`src/rtl/decode_stage.sv`:
```
// rtl/decode_stage.sv - registered MIPS decode stage with load-use scoreboard, trap state and stall counter
module decode_stage #(
    parameter int NUM_REGS = 32,
    parameter int REG_AW   = 5,
    parameter int LOAD_LAT = 2,
    parameter int PC_W     = 32,
    parameter int CNT_W    = 16
) (
    input  logic              clk,
    input  logic              rst_n,
    input  logic              in_valid,
    output logic              in_ready,
    input  logic [31:0]       in_instr,
    input  logic [PC_W-1:0]   in_pc,
    input  logic              flush,
    input  logic              trap_ack,
    output logic              out_valid,
    input  logic              out_ready,
    output logic [PC_W-1:0]   out_pc,
    output logic [REG_AW-1:0] out_rs,
    output logic [REG_AW-1:0] out_rt,
    output logic [REG_AW-1:0] out_cad,
    output logic              out_gp_we,
    output logic              out_mem_rd,
    output logic              out_mem_wr,
    output logic [1:0]        out_pc_sel,
    output logic              out_illegal,
    output logic              trapped,
    output logic [CNT_W-1:0]  stall_cnt
);

    typedef enum logic {RUN, TRAP} state_t;

    state_t state_q, state_d;

    logic [5:0] opc, fun;
    logic [4:0] f_rs, f_rt, f_rd;
    logic       unused_shamt;

    assign opc  = in_instr[31:26];
    assign f_rs = in_instr[25:21];
    assign f_rt = in_instr[20:16];
    assign f_rd = in_instr[15:11];
    assign fun  = in_instr[5:0];
    assign unused_shamt = ^in_instr[10:6];

    logic is_r, is_lw, is_sw, is_jal, is_jalr, is_jump, r_legal, legal;
    logic rd_rs, rd_rt, dec_we;
    logic [1:0]        dec_pc_sel;
    logic [REG_AW-1:0] dec_rs, dec_rt, dec_cad;

    assign is_r    = (opc == 6'b000000);
    assign is_lw   = (opc == 6'b100011);
    assign is_sw   = (opc == 6'b101011);
    assign is_jal  = (opc == 6'b000011);
    assign is_jalr = is_r & (fun == 6'b001001);
    assign is_jump = (opc[5:1] == 5'b00001);

    assign r_legal = (fun[5:3] == 3'b100) | (fun == 6'b000000) | (fun == 6'b000010) |
                     (fun == 6'b000011) | (fun == 6'b001000) | (fun == 6'b001001) |
                     (fun == 6'b101010) | (fun == 6'b101011);

    assign legal = (is_r & r_legal) | (opc[5:3] == 3'b001) | is_lw | is_sw |
                   (opc[5:1] == 5'b00010) | is_jump |
                   ((opc == 6'b000001) & (f_rt[4:1] == 4'b0000)) |
                   ((opc[5:1] == 5'b00011) & (f_rt == 5'b00000));

    assign dec_rs  = REG_AW'(f_rs);
    assign dec_rt  = REG_AW'(f_rt);
    assign dec_cad = (is_jal | is_jalr) ? REG_AW'(31) : (is_r ? REG_AW'(f_rd) : REG_AW'(f_rt));
    assign dec_we  = legal & ((opc[5:3] == 3'b001) | is_lw | is_jal | (is_r & (fun != 6'b001000)));
    assign rd_rs   = legal & ~is_jump;
    assign rd_rt   = legal & (is_r | (opc[5:1] == 5'b00010) | is_sw);

    always_comb begin
        dec_pc_sel = 2'b11;
        if (legal) begin
            if (is_r & ((fun == 6'b001000) | (fun == 6'b001001)))
                dec_pc_sel = 2'b00;
            else if ((opc[5:2] == 4'b0001) | (opc == 6'b000001))
                dec_pc_sel = 2'b01;
            else if (is_jump)
                dec_pc_sel = 2'b10;
        end
    end

    // Register 0 is never pending, so the lookup starts at index 1.
    logic [2:0] sb_q [NUM_REGS];
    logic [2:0] sb_d [NUM_REGS];
    logic       rs_busy, rt_busy, hazard, accept;

    always_comb begin
        rs_busy = 1'b0;
        rt_busy = 1'b0;
        for (int i = 1; i < NUM_REGS; i++) begin
            if ((dec_rs == REG_AW'(i)) && (sb_q[i] != 3'd0)) rs_busy = 1'b1;
            if ((dec_rt == REG_AW'(i)) && (sb_q[i] != 3'd0)) rt_busy = 1'b1;
        end
    end

    logic              out_valid_q;
    logic [PC_W-1:0]   out_pc_q;
    logic [REG_AW-1:0] out_rs_q, out_rt_q, out_cad_q;
    logic              out_gp_we_q, out_mem_rd_q, out_mem_wr_q, out_illegal_q;
    logic [1:0]        out_pc_sel_q;
    logic [CNT_W-1:0]  stall_cnt_q, stall_cnt_d;

    assign hazard   = in_valid & ((rd_rs & rs_busy) | (rd_rt & rt_busy));
    assign in_ready = (state_q == RUN) & ~flush & ~hazard & (~out_valid_q | out_ready);
    assign accept   = in_valid & in_ready;

    always_comb begin
        for (int i = 0; i < NUM_REGS; i++) begin
            sb_d[i] = sb_q[i];
            if (flush)
                sb_d[i] = 3'd0;
            else if (accept && is_lw && (i != 0) && (dec_cad == REG_AW'(i)))
                sb_d[i] = 3'(LOAD_LAT);
            else if (sb_q[i] != 3'd0)
                sb_d[i] = sb_q[i] - 3'd1;
        end
    end

    always_comb begin
        stall_cnt_d = stall_cnt_q;
        if (hazard && (state_q == RUN) && !flush && (stall_cnt_q != {CNT_W{1'b1}}))
            stall_cnt_d = stall_cnt_q + 1'b1;
    end

    always_comb begin
        state_d = state_q;
        case (state_q)
            RUN:     if (accept && !legal) state_d = TRAP;
            TRAP:    if (trap_ack) state_d = RUN;
            default: state_d = RUN;
        endcase
    end

    always_ff @(posedge clk or negedge rst_n) begin
        if (!rst_n) begin
            state_q     <= RUN;
            stall_cnt_q <= '0;
            for (int i = 0; i < NUM_REGS; i++) sb_q[i] <= 3'd0;
        end else begin
            state_q     <= state_d;
            stall_cnt_q <= stall_cnt_d;
            for (int i = 0; i < NUM_REGS; i++) sb_q[i] <= sb_d[i];
        end
    end

    always_ff @(posedge clk or negedge rst_n) begin
        if (!rst_n) begin
            out_valid_q   <= 1'b0;
            out_pc_q      <= '0;
            out_rs_q      <= '0;
            out_rt_q      <= '0;
            out_cad_q     <= '0;
            out_gp_we_q   <= 1'b0;
            out_mem_rd_q  <= 1'b0;
            out_mem_wr_q  <= 1'b0;
            out_pc_sel_q  <= 2'b00;
            out_illegal_q <= 1'b0;
        end else if (flush) begin
            out_valid_q <= 1'b0;
        end else if (accept) begin
            out_valid_q   <= 1'b1;
            out_pc_q      <= in_pc;
            out_rs_q      <= dec_rs;
            out_rt_q      <= dec_rt;
            out_cad_q     <= dec_cad;
            out_gp_we_q   <= dec_we;
            out_mem_rd_q  <= legal & is_lw;
            out_mem_wr_q  <= legal & is_sw;
            out_pc_sel_q  <= dec_pc_sel;
            out_illegal_q <= ~legal;
        end else if (out_ready) begin
            out_valid_q <= 1'b0;
        end
    end

    assign out_valid   = out_valid_q;
    assign out_pc      = out_pc_q;
    assign out_rs      = out_rs_q;
    assign out_rt      = out_rt_q;
    assign out_cad     = out_cad_q;
    assign out_gp_we   = out_gp_we_q;
    assign out_mem_rd  = out_mem_rd_q;
    assign out_mem_wr  = out_mem_wr_q;
    assign out_pc_sel  = out_pc_sel_q;
    assign out_illegal = out_illegal_q;
    assign trapped     = (state_q == TRAP);
    assign stall_cnt   = stall_cnt_q;

endmodule

```
`config.mk`:
```
export PLATFORM = sky130hd
export DESIGN_NAME = decode_stage
export DESIGN_NICKNAME = d
export VERILOG_FILES = /design/src/rtl/decode_stage.sv
export SDC_FILE = /design/constraint.sdc
export NUM_CORES = 1
export LEC_CHECK = 0
export ABC_AREA = 1
export CAP_MARGIN = 40
export CORE_ASPECT_RATIO = 1.25
export CORE_MARGIN = 4
export CORE_UTILIZATION = 61
export CTS_BUF_LIST = sky130_fd_sc_hd__clkbuf_8
export DETAILED_ROUTE_END_ITERATION = 16
export PLACE_DENSITY_LB_ADDON = 0.15
export SLEW_MARGIN = 15
export SYNTH_ARGS = -nofsm -noshare
export SYNTH_HDL_FRONTEND = slang
export SYNTH_SLANG_ARGS = --single-unit
```
`constraint.sdc`:
```
create_clock -name clk -period 4.9 [get_ports clk]
set_input_delay 0.98 -clock clk [delete_from_list [all_inputs] [get_ports clk]]
set_output_delay 0.98 -clock clk [all_outputs]
set_load 0.1 [all_outputs]
```
==> flow_summary.json <==
{
  "clk_path_buf_depth": 2,
  "rows": 51,
  "clock_tree_from_tritoncts": "yes",
  "fillCellCount": 871,
  "die-area_um2": 18300,
  "route.final.wire_length_um": 35200,
  "status": "finished, final reports clean",
  "totalNegativeSetupSlack_ns": 0,
  "layout.cells.most_common_list": "sky130_fd_sc_hd__nand2_1, sky130_fd_sc_hd__inv_1, sky130_fd_sc_hd__dfrtp_1",
  "leakage_nw": 6.70,
  "worst_setup_skew_after_layout_ns": 0.0342,
  "final.period_utilization_pct": 92.7,
  "cts_repair_resize_count": 0,
  "tritoncts.num_buffers": 17,
  "timing.critical_path.from_type": "primary input",
  "ys_seq_elements": 164,
  "synth_compound_area_share_pct": 5.84,
  "first_drt_pass_iteration_count": 8,
  "clock_sink_count": 164,
  "synthXorXnorAreaFrac_pct": 3.98,
  "place.detailed.hpwl_um": 24300,
  "power_density_nw_per_um2": 585,
  "setup_slack_ns": 0.358,
  "fmaxAchievable_mhz": 220,
  "synth.top_cells.by_area": "sky130_fd_sc_hd__dfrtp_1, sky130_fd_sc_hd__nand2_1, sky130_fd_sc_hd__ha_1, sky130_fd_sc_hd__inv_1, sky130_fd_sc_hd__nor2_1",
  "totalPowerFinal_w": 0.00771,
  "endpoint_arrival_time_on_the_critical_path_ns": 3.56,
  "via_count_of_the_first_global_routing_pass": 10482,
  "hold_path_class": "primary input to async pin",
  "coreArea_um2": 15800,
  "cts_setup_buffers": 0,
  "cts.root.buffer_cell": "sky130_fd_sc_hd__clkbuf_8",
  "synth-adder-area-share_pct": 7.96,
  "max_cap_viol_count": 0,
  "cts.reportedPaths.clkPinSlew_ns": 0.10,
  "grt_overflow": 0,
  "wire_length_of_the_first_global_routing_pass_um": 55200,
  "netlist.area_leader.share_pct": 41.5,
  "worstMarginPinSlew_ns": 0.843,
  "synthSimpleGateAreaFrac_pct": 32.1,
  "htree_levels": 4,
  "max_slew_margin_pct": 43.7,
  "dr.first_iter.drc_count": 1172,
  "route.antenna.remaining_nets": 0,
  "synth_top_family_by_area": "simple AND/OR/NAND/NOR gates",
  "detailroute.via_count": 10351,
  "crit_fanout": 5,
  "grt_setup_unrepaired": "false",
  "wl_per_cell_um": 20.1,
  "timing.critical_path.required_ns": 3.92,
  "drc_errors": 0,
  "postSynthAreaPerCell_um2": 7.52,
  "floorplan.initialDensity_pct": 62.8,
  "synth_area_um2": 9900,
  "post_route_cells_drive_above_1_share_pct": 10.1,
  "setup_viol": 0,
  "slew_violations": 0,
  "synth.area.mux_share_pct": 0,
  "final-hold-violation-count": 0,
  "syn_inst": 1316,
  "path_class": "primary input to output port",
  "floorplan.die.height_um": 150,
  "timing.final.crit_period_ns": 4.54,
  "layout_commonest_cell": "sky130_fd_sc_hd__nand2_1",
  "sequential_to_total_area_share_from_yosys_stat_pct": 41.5,
  "synth_cell_type_count": 40,
  "yosys_warnings": 0,
  "pre_cts_slack_ns": 0.383,
  "buffer_ports.inserted": 136,
  "antenna-diode-count": 0,
  "worst_ir_drop_vdd_v": 0.000351,
  "area_delta_synth_final_pct": 33.1,
  "cts_hold_buffers": 0,
  "via_per_inst": 5.92,
  "dieWidth_um": 122,
  "finalNetCount": 1657,
  "grt_antenna_before_repair": 2,
  "grt_max_degree": 63,
  "clock_latency_ns": 0.51,
  "grt.total_usage_pct": 39.4,
  "gp_routability_congestion": 0.948,
  "boundaryPins": 142,
  "end_kind": "output port",
  "post-synth-top-area-cell": "sky130_fd_sc_hd__dfrtp_1",
  "syn-num-nets": 1449
}
==> logic make-up after synthesis <==
kind of cell	after synthesis
simple gates	726
xor+xnor	45
buf+inv	218
fa+ha+maj	63
flops	164
compound gates	100
==> sequential cells by signal, indices dropped and copies added (netlist names) <==
register / flops
out_valid: 1
out_mem_rd: 1
out_pc_sel: 2
stall_cnt: 16
trapped: 1
out_gp_we: 1
out_rt: 5
sb_q: 93
out_pc: 32
out_mem_wr: 1
out_illegal: 1
out_cad: 5
out_rs: 5
==> cell usage after synthesis, drive strengths merged <==
master    n
a21oi    33
o21a      1
o31ai     1
xnor2    16
nand2   385
nand3   106
o21ai    36
o22a      1
o211ai   12
dfrtp   164
clkinv    1
nor2    170
o21bai   14
nand4    29
nor3     22
or2       2
nor4     10
xor2     29
nand3b    1
a21boi    1
buf      16
nor3b     1
clkbuf   12
inv     189
ha       63
o22ai     1
==> worst max-delay path: stages <==
cell                              delay (ns)
sky130_fd_sc_hd__clkdlybuf4s50_1        0.52
sky130_fd_sc_hd__inv_1                  0.19
sky130_fd_sc_hd__nor2_1                 0.10
sky130_fd_sc_hd__nand4_1                0.16
sky130_fd_sc_hd__nand2_1                0.13
sky130_fd_sc_hd__nor3_1                 0.27
sky130_fd_sc_hd__nand3_1                0.21
sky130_fd_sc_hd__nand2_1                0.10
sky130_fd_sc_hd__inv_1                  0.09
sky130_fd_sc_hd__a21boi_0               0.52
sky130_fd_sc_hd__buf_12                 0.26
==> layout make-up <==
| class | count | area, µm² | share of cell area (%) |
|---|---|---|---|
| clock buffers | 19 | 262 | 1.98 |
| well taps | 212 | 265 | 2.01 |
| flip-flops and latches | 164 | 4100 | 31.1 |
| inverters | 190 | 713 | 5.41 |
| multi-input cells | 934 | 4940 | 37.5 |
| clock inverters | 13 | 171 | 1.30 |
| repair buffers | 217 | 2730 | 20.7 |
==> per-layer routing <==
layer  vias to the layer above  share of wire, %  global-route usage, %
met5                         -             0.031                      0
met4                         2               8.9                   29.3
met3                       292                12                   14.7
met2                       693                47                   65.1
met1                      4806                33                   40.5
li1                       4558                 -                      -
==> final timing paths <==
kind / from / end / slack (ns) / depth (start not counted)
setup / recovery: in_instr[27] / in_ready / 0.36 / 11
hold / removal: rst_n / stall_cnt[5] / 0.39 / 1
setup reg to reg: sb_q[87] / sb_q[28] / 1.24 / 18
hold reg to reg: out_rs[0] / out_rs[0] / 0.49 / 2
max in group asynchronous: rst_n / out_pc[28] / 3.34 / 3
min in group clk: out_rs[0] / out_rs[0] / 0.49 / 2
==> report_power, final <==
group | leakage, nW | switching (W) | internal [W]
sequential | 2.11 | 0.000329 | 0.00184
combinational | 4.39 | 0.00283 | 0.00161
clock | 0.214 | 0.000569 | 0.000539
==> metrics by stage <==
step	util, %	cells	hold WS, ns	cell area [µm²]
6_report	83.6	1749	0.389	13200
3_5_place_dp	80.9	1717	0.473	12700
5_1_grt	83.6	1749	0.413	13200
2_1_floorplan	-	1316	0.475	9900
4_1_cts	83.6	1749	0.401	13200
3_3_place_gp	72.7	1644	0.454	11500
(Power assumes the default switching activity.)
